### src/rtl/line_clear_if.sv
// line_clear_if: lock/clear request bus and playfield status of the line clear engine
// master drives lock_valid, pieceSqs, clear_board; slave returns lock_ready, backGround,
// busy, done, linesCleared, score, gameOver
interface line_clear_if #(parameter int ROWS = 12, parameter int COLS = 12, parameter int SCORE_W = 16);
  localparam int N = ROWS * COLS;
  logic lock_valid;
  logic lock_ready;
  logic [N-1:0] pieceSqs;
  logic clear_board;
  logic [N-1:0] backGround;
  logic busy;
  logic done;
  logic [3:0] linesCleared;
  logic [SCORE_W-1:0] score;
  logic gameOver;
  modport master (
    output lock_valid, pieceSqs, clear_board,
    input lock_ready, backGround, busy, done, linesCleared, score, gameOver
  );
  modport slave (
    input lock_valid, pieceSqs, clear_board,
    output lock_ready, backGround, busy, done, linesCleared, score, gameOver
  );
endinterface

### src/rtl/line_clear_engine.sv
// line_clear_engine: merges a landed piece into the playfield, clears full rows bottom-up, scores
// clock/reset: rising-edge clock, synchronous active-high reset
// bus (slave): lock handshake + pieceSqs + clear_board in; backGround, busy, done,
//              linesCleared, score, gameOver out
module line_clear_engine #(
  parameter int ROWS = 12,
  parameter int COLS = 12,
  parameter int SCORE_W = 16
) (
  input logic clock,
  input logic reset,
  line_clear_if.slave bus
);
  localparam int N = ROWS * COLS;
  localparam int RW = $clog2(ROWS);
  typedef enum logic [1:0] {IDLE, MERGE, SCAN, DONE} state_t;
  state_t state;
  logic [N-1:0] bg, piece, shiftMask, shifted;
  logic [RW-1:0] rowPtr;
  logic [3:0] lines;
  logic [SCORE_W-1:0] score, scoreInc;
  logic done, gameOver, rowFull, accept;
  assign bus.lock_ready = state == IDLE && !gameOver && !reset;
  assign accept = bus.lock_valid && bus.lock_ready;
  assign rowFull = &bg[rowPtr*COLS +: COLS];
  // rows 0..rowPtr drop by one row (row 0 fills with zeros), rows below rowPtr are kept
  assign shiftMask = {N{1'b1}} >> ((ROWS - 1 - int'(rowPtr)) * COLS);
  assign shifted = (shiftMask & (bg << COLS)) | (~shiftMask & bg);
  assign scoreInc = SCORE_W'(lines == 4'd0 ? 0 : lines == 4'd1 ? 1 : lines == 4'd2 ? 3 : lines == 4'd3 ? 5 : 8);
  assign bus.backGround = bg;
  assign bus.busy = state != IDLE;
  assign bus.done = done;
  assign bus.linesCleared = lines;
  assign bus.score = score;
  assign bus.gameOver = gameOver;
  always_ff @(posedge clock) begin
    if (reset) begin
      state <= IDLE;
      bg <= '0;
      piece <= '0;
      rowPtr <= RW'(ROWS - 1);
      lines <= '0;
      score <= '0;
      done <= 1'b0;
      gameOver <= 1'b0;
    end else begin
      done <= 1'b0;
      case (state)
        IDLE:
          if (accept) begin
            piece <= bus.pieceSqs;
            lines <= '0;
            state <= MERGE;
          end else if (bus.clear_board) begin
            bg <= '0;
            score <= '0;
            gameOver <= 1'b0;
            lines <= '0;
          end
        MERGE: begin
          bg <= bg | piece;
          gameOver <= gameOver | (|(bg & piece));
          rowPtr <= RW'(ROWS - 1);
          state <= SCAN;
        end
        SCAN:
          // a cleared row keeps rowPtr so the row that dropped into it is rechecked
          if (rowFull) begin
            bg <= shifted;
            lines <= lines + 4'd1;
          end else if (rowPtr == '0) begin
            state <= DONE;
            done <= 1'b1;
          end else begin
            rowPtr <= rowPtr - RW'(1);
          end
        DONE: begin
          score <= score + scoreInc;
          gameOver <= gameOver | (|bg[COLS-1:0]);
          state <= IDLE;
        end
        default: state <= IDLE;
      endcase
    end
  end
endmodule

### src/flat_wrapper.sv
// flat-port wrapper written by rule: the top's interface ports become plain ports
module line_clear_engine_flat 
#(
  parameter int ROWS = 12,
  parameter int COLS = 12,
  parameter int SCORE_W = 16
)
  (clock, reset, bus_lock_valid, bus_pieceSqs, bus_clear_board, bus_lock_ready, bus_backGround, bus_busy, bus_done, bus_linesCleared, bus_score, bus_gameOver);
  line_clear_if #(.ROWS(ROWS), .COLS(COLS), .SCORE_W(SCORE_W)) bus_i ();
  input logic clock;
  input logic reset;
  input wire logic [$bits(bus_i.lock_valid)-1:0] bus_lock_valid;
  input wire logic [$bits(bus_i.pieceSqs)-1:0] bus_pieceSqs;
  input wire logic [$bits(bus_i.clear_board)-1:0] bus_clear_board;
  output wire logic [$bits(bus_i.lock_ready)-1:0] bus_lock_ready;
  output wire logic [$bits(bus_i.backGround)-1:0] bus_backGround;
  output wire logic [$bits(bus_i.busy)-1:0] bus_busy;
  output wire logic [$bits(bus_i.done)-1:0] bus_done;
  output wire logic [$bits(bus_i.linesCleared)-1:0] bus_linesCleared;
  output wire logic [$bits(bus_i.score)-1:0] bus_score;
  output wire logic [$bits(bus_i.gameOver)-1:0] bus_gameOver;
  assign bus_i.lock_valid = bus_lock_valid;
  assign bus_i.pieceSqs = bus_pieceSqs;
  assign bus_i.clear_board = bus_clear_board;
  assign bus_lock_ready = bus_i.lock_ready;
  assign bus_backGround = bus_i.backGround;
  assign bus_busy = bus_i.busy;
  assign bus_done = bus_i.done;
  assign bus_linesCleared = bus_i.linesCleared;
  assign bus_score = bus_i.score;
  assign bus_gameOver = bus_i.gameOver;
  line_clear_engine #(.ROWS(ROWS), .COLS(COLS), .SCORE_W(SCORE_W)) u_core (.clock(clock), .reset(reset), .bus(bus_i));
endmodule
### config.mk
export PLATFORM = sky130hd
export DESIGN_NAME = line_clear_engine_flat
export DESIGN_NICKNAME = d
export VERILOG_FILES = /design/src/rtl/line_clear_if.sv /design/src/rtl/line_clear_engine.sv /design/src/flat_wrapper.sv
export SDC_FILE = /design/constraint.sdc
export NUM_CORES = 1
export LEC_CHECK = 0
export ABC_AREA = 1
export CAP_MARGIN = 20
export CORE_UTILIZATION = 58
export CTS_BUF_LIST = sky130_fd_sc_hd__clkbuf_16
export DETAILED_ROUTE_END_ITERATION = 10
export GPL_TIMING_DRIVEN = 0
export PLACE_DENSITY = 0.89
export SLEW_MARGIN = 20
export SYNTH_ARGS = -nofsm -noshare
export SYNTH_HDL_FRONTEND = slang
export SYNTH_SLANG_ARGS = --single-unit
### constraint.sdc
create_clock -name clock -period 11.32 [get_ports clock]
set_clock_uncertainty 0.2 [all_clocks]
set_input_delay 1.698 -clock clock [delete_from_list [all_inputs] [get_ports clock]]
set_output_delay 1.698 -clock clock [all_outputs]
set_load 0.1 [all_outputs]
# == Yosys cells after proc, flatten, opt, wreduce, memory -nomap -nowiden ==
# Cells that the tools add are included.
# op_classes
n_addsub,4
mul,2
div,0
magnitude_cmp,0
n_eq_ne,14
n_shift,2
mux,26
n_bitwise,9
n_reduce_logical,25
# ops
op,n
144-bit bitwise AND,3
144-bit 2-to-1 mux,3
144-bit case mux with 3 select lines,1
144-bit bitwise OR,2
144-bit NOT,1
144-bit OR reduction,1
144-bit by 9-bit variable part select with 12-bit output,1
"144-bit by 32-bit >> shifter with 144-bit output, first input constant",1
16-bit 2-to-1 mux,5
"32-bit by 3-bit multiplier with 30-bit output, second input constant",1
16-bit case mux with 2 select lines,1
4-bit 2-to-1 mux,6
16-bit adder,1
4-bit case mux with 2 select lines,2
3-bit AND reduction,5
12-bit AND reduction,1
12-bit OR reduction,1
"4-bit by 2-bit == test with 1-bit output, second input constant",2
4-bit zero test,2
"2-bit != test, second input constant",4
2-bit case mux with 4 select lines,1
2-bit nonzero test,4
"4-bit by 2-bit multiplier with 6-bit output, second input constant",1
2-bit 2-to-1 mux,3
other kinds (19),29
# totals
regBits,316
latchBits,0
ramBits,0
romBits,0
word_cells,90
n_memories,0

# == Depth between registers and ports, before layout ==
# Gate-level depths: netlist (run 1).
# logic_depth
depth_word,8
mapped_depth,26
depth_no_buf,25

# == Worst setup path after synthesis (run 1) ==
# Ideal clock, no wire load.
# synth_path
path_type,input-to-output
from,input port reset
to,output port bus_lock_ready
arrival_time_ns,3.791
slack_ns,5.631
stages,1
path_cell_list,nor3_1
# synth_between
elab_chain_cells,2
# synth_rtl
element,line,text
from (decl),flat_wrapper.sv:11,input logic reset;
1-bit zero test,line_clear_engine.sv:23,assign bus.lock_ready = state == IDLE && !gameOver && !reset;
1-bit logical AND,line_clear_engine.sv:23,
to (decl),flat_wrapper.sv:15,output wire logic [$bits(bus_i.lock_ready)-1:0] bus_lock_ready;
# No other way between the ends.

# == Worst setup path in the final report (run 1) ==
# Same ends and word-level chain as after synthesis.

==> results of run 1 <==
final cells by class:
class	instances	area, um^2	share of cell area [%]
flip-flops and latches	316	6330	28.5
repair buffers	315	3150	14.2
plain buffers	141	631	2.84
clock inverters	26	249	1.12
well taps	390	488	2.20
inverters	232	876	3.94
multi-input cells	2033	9580	43.1
clock buffers	37	926	4.17
sequential cells by signal, summed over array words and instances, names as in the netlist:
register                 count
u_core.bus.done              1
u_core.rowPtr                4
u_core.bus.linesCleared      4
u_core.bus.backGround      144
u_core.state                 2
u_core.bus.score            16
u_core.bus.gameOver          1
u_core.piece               144
worst register-to-register path: cells and delay by family (launching register included):
kind / cells / cell delay [ps]
compound gates: 1 / 60
xor+xnor: 1 / 280
fa+ha+maj: 3 / 1080
buf+inv: 5 / 880
flops: 1 / 550
simple gates: 11 / 1730
through the flow:
stage / hold WS, ps / instances / util (%) / setup WS, ps
2_1_floorplan: 233 / 2722 / - / 5630
3_3_place_gp: 250 / 3427 / 71.2 / 5850
3_5_place_dp: 256 / 3427 / 71.2 / 5820
4_1_cts: 263 / 3490 / 75.2 / 5820
5_1_grt: 295 / 3490 / 75.2 / 5710
6_report: 263 / 3490 / 75.2 / 5820
placed cells by master (no fill, tap or decap), types with 5 or more instances in the layout:
master	synthesis	final
sky130_fd_sc_hd__nand2_1	671	671
sky130_fd_sc_hd__o21ai_0	394	394
sky130_fd_sc_hd__nor2_1	323	323
sky130_fd_sc_hd__dfxtp_1	316	316
sky130_fd_sc_hd__clkdlybuf4s50_1	0	315
sky130_fd_sc_hd__a21oi_1	271	271
sky130_fd_sc_hd__inv_1	223	229
sky130_fd_sc_hd__nand3_1	140	140
sky130_fd_sc_hd__clkbuf_1	95	95
sky130_fd_sc_hd__nand4_1	42	42
sky130_fd_sc_hd__clkbuf_16	0	37
sky130_fd_sc_hd__nor3_1	34	34
sky130_fd_sc_hd__buf_2	30	30
sky130_fd_sc_hd__ha_1	30	30
sky130_fd_sc_hd__o22ai_1	17	17
sky130_fd_sc_hd__o21ai_1	16	16
sky130_fd_sc_hd__a221oi_1	14	14
sky130_fd_sc_hd__o211ai_1	12	12
sky130_fd_sc_hd__clkinv_1	4	10
sky130_fd_sc_hd__nor2_2	7	7
sky130_fd_sc_hd__a22o_1	7	7
sky130_fd_sc_hd__o31ai_1	6	6
sky130_fd_sc_hd__buf_6	6	6
sky130_fd_sc_hd__xor2_1	6	6
sky130_fd_sc_hd__clkinv_2	0	6
sky130_fd_sc_hd__buf_1	5	5
sky130_fd_sc_hd__buf_4	5	5
sky130_fd_sc_hd__nand3b_1	5	5
sky130_fd_sc_hd__bufinv_16	0	5
cells by family (layout without fill, tap and decap cells):
logic type,after synthesis,after routing,synth area share (%)
flops,316,316,36.3
simple gates,1243,1243,29.5
buf+inv,373,751,8.65
compound gates,749,749,22.6
xor+xnor,9,9,0.496
fa+ha+maj,32,32,2.39
cell usage after synthesis, drive strengths merged (2+ instances only):
library cell	n	area share, %
xnor2	3	0.19
a22o	7	0.35
fa	2	0.23
o31ai	6	0.26
a221oi	14	0.70
inv	227	4.9
o22ai	17	0.61
o211ai	13	0.59
xor2	6	0.30
buf	46	1.6
nand3	145	4.4
dfxtp	316	36
clkbuf	95	2.0
a21oi	271	7.8
nor2	333	7.4
ha	30	2.2
clkinv	5	0.14
a31oi	4	0.14
nor3	36	1.1
nand3b	5	0.22
nor3b	2	0.086
o2bb2ai	3	0.15
nor4	4	0.14
nand2	674	15
nand4	42	1.5
o21ai	411	12
worst max-delay path by stage:
stage / endpoint / slack, ps / cells past startpoint
after global placement: bus_lock_ready / 5850 / 3
after CTS: bus_lock_ready / 5820 / 3
after floorplan: bus_lock_ready / 5630 / 1
final: bus_lock_ready / 5820 / 3
after detailed placement: bus_lock_ready / 5820 / 3
after global routing: bus_lock_ready / 5710 / 3
metal layers:
layer  global-route usage (%)  vias up
li1                         -     9727
met3                     11.4      445
met4                     35.7        2
met5                    0.321        -
met1                     59.5     9843
met2                     74.5     1845
where the power goes:
| part | leakage [nW] | switching, mW | internal, mW |
|---|---|---|---|
| Sequential | 2.57 | 0.141 | 1.24 |
| Combinational | 5.49 | 1.29 | 0.446 |
| Clock | 0.596 | 0.488 | 0.706 |
| Total | 8.65 | 1.92 | 2.39 |
==> impl_metrics.prom, run 1 <==
# TYPE chip_impl_metric gauge
chip_impl_info{name="r2r-start",value="u_core.rowPtr[2]"} 1
chip_impl_info{name="rsz0062_at_grt",value="no"} 1
chip_impl_metric{name="post-cts-setup-buffers",unit=""} 0
chip_impl_metric{name="tightest_slew",unit="ps"} 1220
chip_impl_metric{name="postSynthRegisterBits",unit=""} 316
chip_impl_metric{name="chipWidth",unit="um"} 175
chip_impl_metric{name="clock_tree.buffer_depth",unit=""} 3
chip_impl_metric{name="detailed_place_hpwl",unit="um"} 58000
chip_impl_metric{name="max_cap_violations",unit=""} 0
chip_impl_info{name="critPathSlowestCell",value="sky130_fd_sc_hd__clkdlybuf4s50_1"} 1
chip_impl_metric{name="fmax",unit="GHz"} 0.182
chip_impl_metric{name="number_of_global_route_vias_before_repair",unit=""} 20240
chip_impl_metric{name="yosys.cell_types.count",unit=""} 47
chip_impl_metric{name="area_growth",unit="%"} 27.7
chip_impl_metric{name="crit_path_max_incr_delay",unit="ps"} 1170
chip_impl_metric{name="critPathRequiredTime",unit="ps"} 9420
chip_impl_info{name="hold_path.startpoint",value="u_core.piece[47]"} 1
chip_impl_metric{name="synth_area_per_cell",unit="um^2"} 6.40
chip_impl_metric{name="post-layout-total-power",unit="mW"} 4.31
chip_impl_metric{name="r2r_setup_slack",unit="ps"} 6400
chip_impl_metric{name="worst-endpoint-arrival",unit="ps"} 3610
chip_impl_metric{name="detail_route.drc_violations",unit=""} 0
chip_impl_metric{name="placement.cell_area",unit="mm^2"} 0.0210
chip_impl_info{name="main_flop_type_after_synthesis",value="sky130_fd_sc_hd__dfxtp_1"} 1
chip_impl_metric{name="synthArstFlopShare",unit="%"} 0
chip_impl_metric{name="sequential_fraction_of_the_synthesis_area",unit="%"} 36.3
chip_impl_info{name="critical-path-top-delay-family",value="buffers and inverters"} 1
chip_impl_metric{name="worst_ir_drop_vdd",unit="mV"} 0.133
chip_impl_info{name="top_layer",value="met5"} 1
chip_impl_metric{name="routed_wire_length_on_met3",unit="um"} 10700
chip_impl_metric{name="globalRouteTotalUtil",unit="%"} 48.6
chip_impl_metric{name="post_route_cells_drive_above_1_share",unit="%"} 3.90
chip_impl_info{name="r2r_end",value="u_core.bus.backGround[127]"} 1
chip_impl_metric{name="fin_area",unit="mm^2"} 0.0222
chip_impl_metric{name="routabilityCongestion",unit=""} 1.05
chip_impl_info{name="cp_cell_sequence",value="clkdlybuf4s50_1 -> nor3_1 -> clkdlybuf4s50_1"} 1
chip_impl_metric{name="critical_path_buf_inv_count",unit=""} 2
chip_impl_metric{name="die_y",unit="um"} 175
chip_impl_metric{name="syn-num-nets",unit=""} 2902
chip_impl_info{name="timing_worst_setup_path_type",value="in2out"} 1
chip_impl_metric{name="drt_iter0_markers",unit=""} 4094
chip_impl_metric{name="tritoncts_num_sinks",unit=""} 316
chip_impl_metric{name="cts.repair.resized",unit=""} 0
chip_impl_metric{name="viasPerCell",unit=""} 6.26
chip_impl_info{name="holdCritPathClass",value="reg2reg"} 1
chip_impl_metric{name="route.vias.total",unit=""} 21862
chip_impl_metric{name="postRouteAntennaNets",unit=""} 0
chip_impl_metric{name="number_of_clock_buffers_inserted_by_tritoncts",unit=""} 36
chip_impl_metric{name="cts_hold_buffers_added",unit=""} 0
chip_impl_info{name="critPathLaunchType",value="input port"} 1
chip_impl_info{name="tritoncts",value="yes"} 1
chip_impl_metric{name="met2RoutedLength",unit="um"} 32600
chip_impl_metric{name="first_pass_iters",unit=""} 9
chip_impl_info{name="setup.worst_path.end_class",value="primary output"} 1
chip_impl_info{name="hold_end",value="u_core.piece[47]"} 1
chip_impl_metric{name="postSynthCellCount",unit=""} 2722
chip_impl_metric{name="worst_setup_hold_path_clk_slew",unit="ps"} 60
chip_impl_metric{name="fin_crit_sh",unit="%"} 48.6
chip_impl_metric{name="antennaDiodeCount",unit=""} 0
chip_impl_metric{name="whs_path_depth",unit=""} 2
chip_impl_metric{name="coreArea",unit="mm^2"} 0.0296
chip_impl_metric{name="initial_core_util",unit="%"} 58.9
chip_impl_metric{name="clock_network_latency_to_the_later_pin_of_the_worst_skew_pair",unit="ps"} 530
chip_impl_metric{name="final_critical_path_required_period",unit="ps"} 5500
chip_impl_info{name="cts_root_buffer_type",value="sky130_fd_sc_hd__clkbuf_16"} 1
chip_impl_info{name="setup.worst_path.start",value="reset"} 1
chip_impl_metric{name="post_layout_nets",unit=""} 3255
chip_impl_metric{name="totalWireLength",unit="um"} 76900
chip_impl_metric{name="routedLengthMet1",unit="um"} 26800
chip_impl_metric{name="antenna_found_initial",unit=""} 1
chip_impl_metric{name="yosys_warnings",unit=""} 0
chip_impl_metric{name="max_transition_margin",unit="%"} 18.6
chip_impl_metric{name="placementRows",unit=""} 63
chip_impl_metric{name="globalRoute.totalOverflow",unit=""} 0
chip_impl_metric{name="timing.final.hold_violations",unit=""} 0
chip_impl_metric{name="layout.filler_cells",unit=""} 2388
chip_impl_metric{name="post_synth_instance_area",unit="mm^2"} 0.0174
chip_impl_metric{name="grt_start_max_net_pins",unit=""} 15
chip_impl_metric{name="setup_tns",unit="ps"} 0
chip_impl_info{name="status",value="completed"} 1
chip_impl_metric{name="cts_max_level",unit=""} 2
chip_impl_metric{name="wire_per_inst",unit="um"} 22.0
chip_impl_info{name="cp_common_cell",value="sky130_fd_sc_hd__clkdlybuf4s50_1"} 1
chip_impl_metric{name="number_of_pins_with_negative_max_slew_slack_in_the_final_report",unit=""} 0
chip_impl_metric{name="cellLeakagePower",unit="nW"} 8.65
chip_impl_metric{name="floorplan.die_area",unit="mm^2"} 0.0307
chip_impl_metric{name="first_pass_grt_wire_length",unit="um"} 115000
chip_impl_metric{name="reg2regPathDepth",unit=""} 21
chip_impl_metric{name="final-setup-viol-count",unit=""} 0
chip_impl_metric{name="power.density_cell_area",unit="mW/mm^2"} 194
chip_impl_metric{name="floorplan.io_pins",unit=""} 316
chip_impl_metric{name="edff_count_synth",unit=""} 0
chip_impl_metric{name="io_buffers",unit=""} 315
chip_impl_metric{name="critical_path_peak_fanout",unit=""} 4
Note: power is estimated with default switching activity, not from simulation.
==> run 2: changes to the inputs <==
CORE_UTILIZATION = 54   (was 58)
PLACE_DENSITY = 0.84   (was 0.89)
clock period = 5.5 ns   (was 11.32 ns; I/O delays follow)
==> run 2 against run 1 <==
Effect of this change:
- sequential share of layout area increased by 0.083 points
- die area increased by 7.3%
- setup slack worse by 5300 ps
- first-iteration DRC count decreased by 17%
- critical path depth increased by 18
- global-route usage decreased by 2.6 points
- via count down 0.83%
- design area decreased by 0.29%
- hold slack improved by 14 ps
- critical endpoint is now u_core.bus.backGround[127]
- largest cell class unchanged
- highest routed layer is now met4
==> impl_metrics.prom, run 2 (synthesis gave the netlist of run 1 again) <==
# TYPE chip_impl_metric gauge
chip_impl_metric{name="hold_slack",unit="ps"} 277
chip_impl_metric{name="cts_max_level",unit=""} 2
chip_impl_metric{name="critPathRequiredTime",unit="ps"} 5700
chip_impl_metric{name="timing.final.hold_violations",unit=""} 0
chip_impl_info{name="top_layer",value="met4"} 1
chip_impl_metric{name="final_critical_path_required_period",unit="ps"} 5010
chip_impl_metric{name="placed_cells",unit=""} 3439
chip_impl_metric{name="fin_area",unit="mm^2"} 0.0222
chip_impl_metric{name="wire_per_inst",unit="um"} 22.2
chip_impl_metric{name="route.vias.total",unit=""} 21680
chip_impl_metric{name="worst_ir_drop_vdd",unit="mV"} 0.271
chip_impl_metric{name="final_cell_count_no_fill",unit=""} 3501
chip_impl_info{name="hold_path.startpoint",value="u_core.piece[1]"} 1
chip_impl_metric{name="die_y",unit="um"} 182
chip_impl_metric{name="max_cap_violations",unit=""} 0
chip_impl_metric{name="drt_iter0_markers",unit=""} 3404
chip_impl_metric{name="detail_route.drc_violations",unit=""} 0
chip_impl_info{name="rsz0062_at_grt",value="no"} 1
chip_impl_info{name="critPathLaunchType",value="flop"} 1
chip_impl_metric{name="post_layout_nets",unit=""} 3255
chip_impl_metric{name="chipWidth",unit="um"} 182
chip_impl_info{name="cts_root_buffer_type",value="sky130_fd_sc_hd__clkbuf_16"} 1
chip_impl_metric{name="final-setup-viol-count",unit=""} 0
chip_impl_metric{name="cellLeakagePower",unit="nW"} 8.61
chip_impl_metric{name="met2RoutedLength",unit="um"} 33800
chip_impl_metric{name="number_of_global_route_vias_before_repair",unit=""} 19760
chip_impl_metric{name="first_pass_grt_wire_length",unit="um"} 116000
chip_impl_metric{name="number_of_clock_buffers_inserted_by_tritoncts",unit=""} 36
chip_impl_metric{name="detailed_place_hpwl",unit="um"} 58500
chip_impl_info{name="most_common_cell_after_layout_fill_and_taps_aside",value="sky130_fd_sc_hd__nand2_1"} 1
chip_impl_metric{name="tightest_slew",unit="ps"} 1270
chip_impl_metric{name="floorplan.io_pins",unit=""} 316
chip_impl_metric{name="tritoncts_num_sinks",unit=""} 316
chip_impl_metric{name="antenna_found_initial",unit=""} 1
chip_impl_metric{name="max_transition_margin",unit="%"} 15.6
chip_impl_info{name="r2r-start",value="u_core.rowPtr[2]"} 1
chip_impl_metric{name="first_pass_iters",unit=""} 8
chip_impl_metric{name="postRouteAntennaNets",unit=""} 0
chip_impl_info{name="r2r_end",value="u_core.bus.backGround[127]"} 1
chip_impl_metric{name="reg2regPathDepth",unit=""} 21
chip_impl_metric{name="antennaDiodeCount",unit=""} 0
chip_impl_metric{name="post_route_cells_drive_above_1_share",unit="%"} 3.84
chip_impl_info{name="status",value="completed"} 1
chip_impl_metric{name="worst-endpoint-arrival",unit="ps"} 5210
chip_impl_info{name="holdCritPathClass",value="reg2reg"} 1
chip_impl_metric{name="globalRoute.totalOverflow",unit=""} 0
chip_impl_info{name="hold_end",value="u_core.piece[1]"} 1
chip_impl_metric{name="cts.repair.resized",unit=""} 0
chip_impl_metric{name="worst_setup_hold_path_clk_slew",unit="ps"} 60
chip_impl_metric{name="placement.cell_area",unit="mm^2"} 0.0211
chip_impl_info{name="final_cell_mix",value="671 x sky130_fd_sc_hd__nand2_1, 394 x sky130_fd_sc_hd__o21ai_0, 323 x sky130_fd_sc_hd__nor2_1, 316 x sky130_fd_sc_hd__dfxtp_1, 315 x sky130_fd_sc_hd__clkdlybuf4s50_1"} 1
chip_impl_metric{name="globalRouteTotalUtil",unit="%"} 46.0
chip_impl_metric{name="whs_path_depth",unit=""} 2
chip_impl_metric{name="pre_cts_ws",unit="ps"} 670
chip_impl_metric{name="post-cts-setup-buffers",unit=""} 0
chip_impl_info{name="timing_worst_setup_path_type",value="reg2reg"} 1
chip_impl_metric{name="clock_network_latency_to_the_later_pin_of_the_worst_skew_pair",unit="ps"} 550
chip_impl_metric{name="setup_tns",unit="ps"} 0
chip_impl_metric{name="totalWireLength",unit="um"} 77600
chip_impl_info{name="tritoncts",value="yes"} 1
chip_impl_metric{name="initial_core_util",unit="%"} 55.0
chip_impl_metric{name="coreArea",unit="mm^2"} 0.0316
chip_impl_metric{name="critical_path_peak_fanout",unit=""} 9
chip_impl_metric{name="clock_tree.buffer_depth",unit=""} 3
chip_impl_metric{name="routed_wire_length_on_met3",unit="um"} 9980
chip_impl_metric{name="viasPerCell",unit=""} 6.19
chip_impl_metric{name="routabilityCongestion",unit=""} 1.02
chip_impl_metric{name="number_of_pins_with_negative_max_slew_slack_in_the_final_report",unit=""} 0
chip_impl_metric{name="area_growth",unit="%"} 27.3
chip_impl_metric{name="fin_crit_sh",unit="%"} 91.1
chip_impl_metric{name="power.density_cell_area",unit="mW/mm^2"} 395
chip_impl_metric{name="grt_start_max_net_pins",unit=""} 15
chip_impl_info{name="setup.worst_path.end_class",value="flop"} 1
chip_impl_metric{name="r2r_setup_slack",unit="ps"} 490
chip_impl_metric{name="floorplan.die_area",unit="mm^2"} 0.0330
chip_impl_metric{name="cts_hold_buffers_added",unit=""} 0
chip_impl_metric{name="fmax",unit="GHz"} 0.200
chip_impl_metric{name="postLayoutSetupSlackWorst",unit="ps"} 490
chip_impl_metric{name="routedLengthMet1",unit="um"} 28100
chip_impl_metric{name="placementRows",unit=""} 65
chip_impl_metric{name="io_buffers",unit=""} 315
-- run 2: changes by cell type in the layout (fill, tap and decap cells not counted), sizes merged --
cell,change
clkinv,-2
clkinvlp,+2
inv,+2
bufinv,-3
-- run 2: how the worst max path moves through the flow --
| stage | slack [ps] | depth (start not counted) | endpoint | startpoint |
|---|---|---|---|---|
| after detailed placement | 670 | 21 | u_core.bus.backGround[127] | u_core.rowPtr[2] |
| after global placement | 720 | 21 | u_core.bus.backGround[127] | u_core.rowPtr[2] |
| final | 490 | 21 | u_core.bus.backGround[127] | u_core.rowPtr[2] |
| after global routing | 240 | 21 | u_core.bus.backGround[127] | u_core.rowPtr[2] |
| after floorplan | 690 | 15 | u_core.bus.score[9] | u_core.state[0] |
| after CTS | 640 | 21 | u_core.bus.backGround[127] | u_core.rowPtr[2] |
-- run 2: layout make-up --
| class | count | area [um^2] |
|---|---|---|
| inverters | 232 | 876 |
| fillers | 2700 | 9480 |
| plain buffers | 141 | 631 |
| multi-input cells | 2033 | 9580 |
| clock buffers | 37 | 926 |
| clock inverters | 25 | 169 |
| flip-flops and latches | 316 | 6330 |
| repair buffers | 315 | 3150 |
| well taps | 402 | 503 |
-- run 2: layer usage --
layer  track usage, %  up-vias
met3             10.0      350
li1                 -     9722
met4             30.5        0
met1             57.3     9925
met2             71.5     1683
met5                0        -
-- run 2: metrics by stage --
stage	power (mW)	util, %
after CTS	8.56	70.0
final	8.76	70.0
after floorplan	5.05	-
after global routing	9.07	70.0
after detailed placement	6.29	66.6
after global placement	6.22	66.6
-- run 2: worst max-delay path, stage by stage, from the launching register on --
cell and delay (ps):
sky130_fd_sc_hd__dfxtp_1 570, sky130_fd_sc_hd__inv_1 230, sky130_fd_sc_hd__ha_1 420, sky130_fd_sc_hd__xnor2_1 300
sky130_fd_sc_hd__ha_1 290, sky130_fd_sc_hd__nand3_1 120, sky130_fd_sc_hd__nand3_2 150, sky130_fd_sc_hd__ha_1 380
sky130_fd_sc_hd__nor2_2 300, sky130_fd_sc_hd__inv_1 120, sky130_fd_sc_hd__nor2_4 270, sky130_fd_sc_hd__inv_2 110
sky130_fd_sc_hd__nor2_2 350, sky130_fd_sc_hd__nand2_1 110, sky130_fd_sc_hd__inv_1 250, sky130_fd_sc_hd__nand2_2 180
sky130_fd_sc_hd__inv_1 150, sky130_fd_sc_hd__nand2_1 100, sky130_fd_sc_hd__nand3_1 80, sky130_fd_sc_hd__nand2_1 60
sky130_fd_sc_hd__nand2_1 60, sky130_fd_sc_hd__a21oi_1 60
-- run 2: report_power, final --
part	internal (mW)	leakage [nW]	switching (mW)
clock network	1.31	0.559	1.01
registers	2.55	2.57	0.279
logic	0.918	5.49	2.68
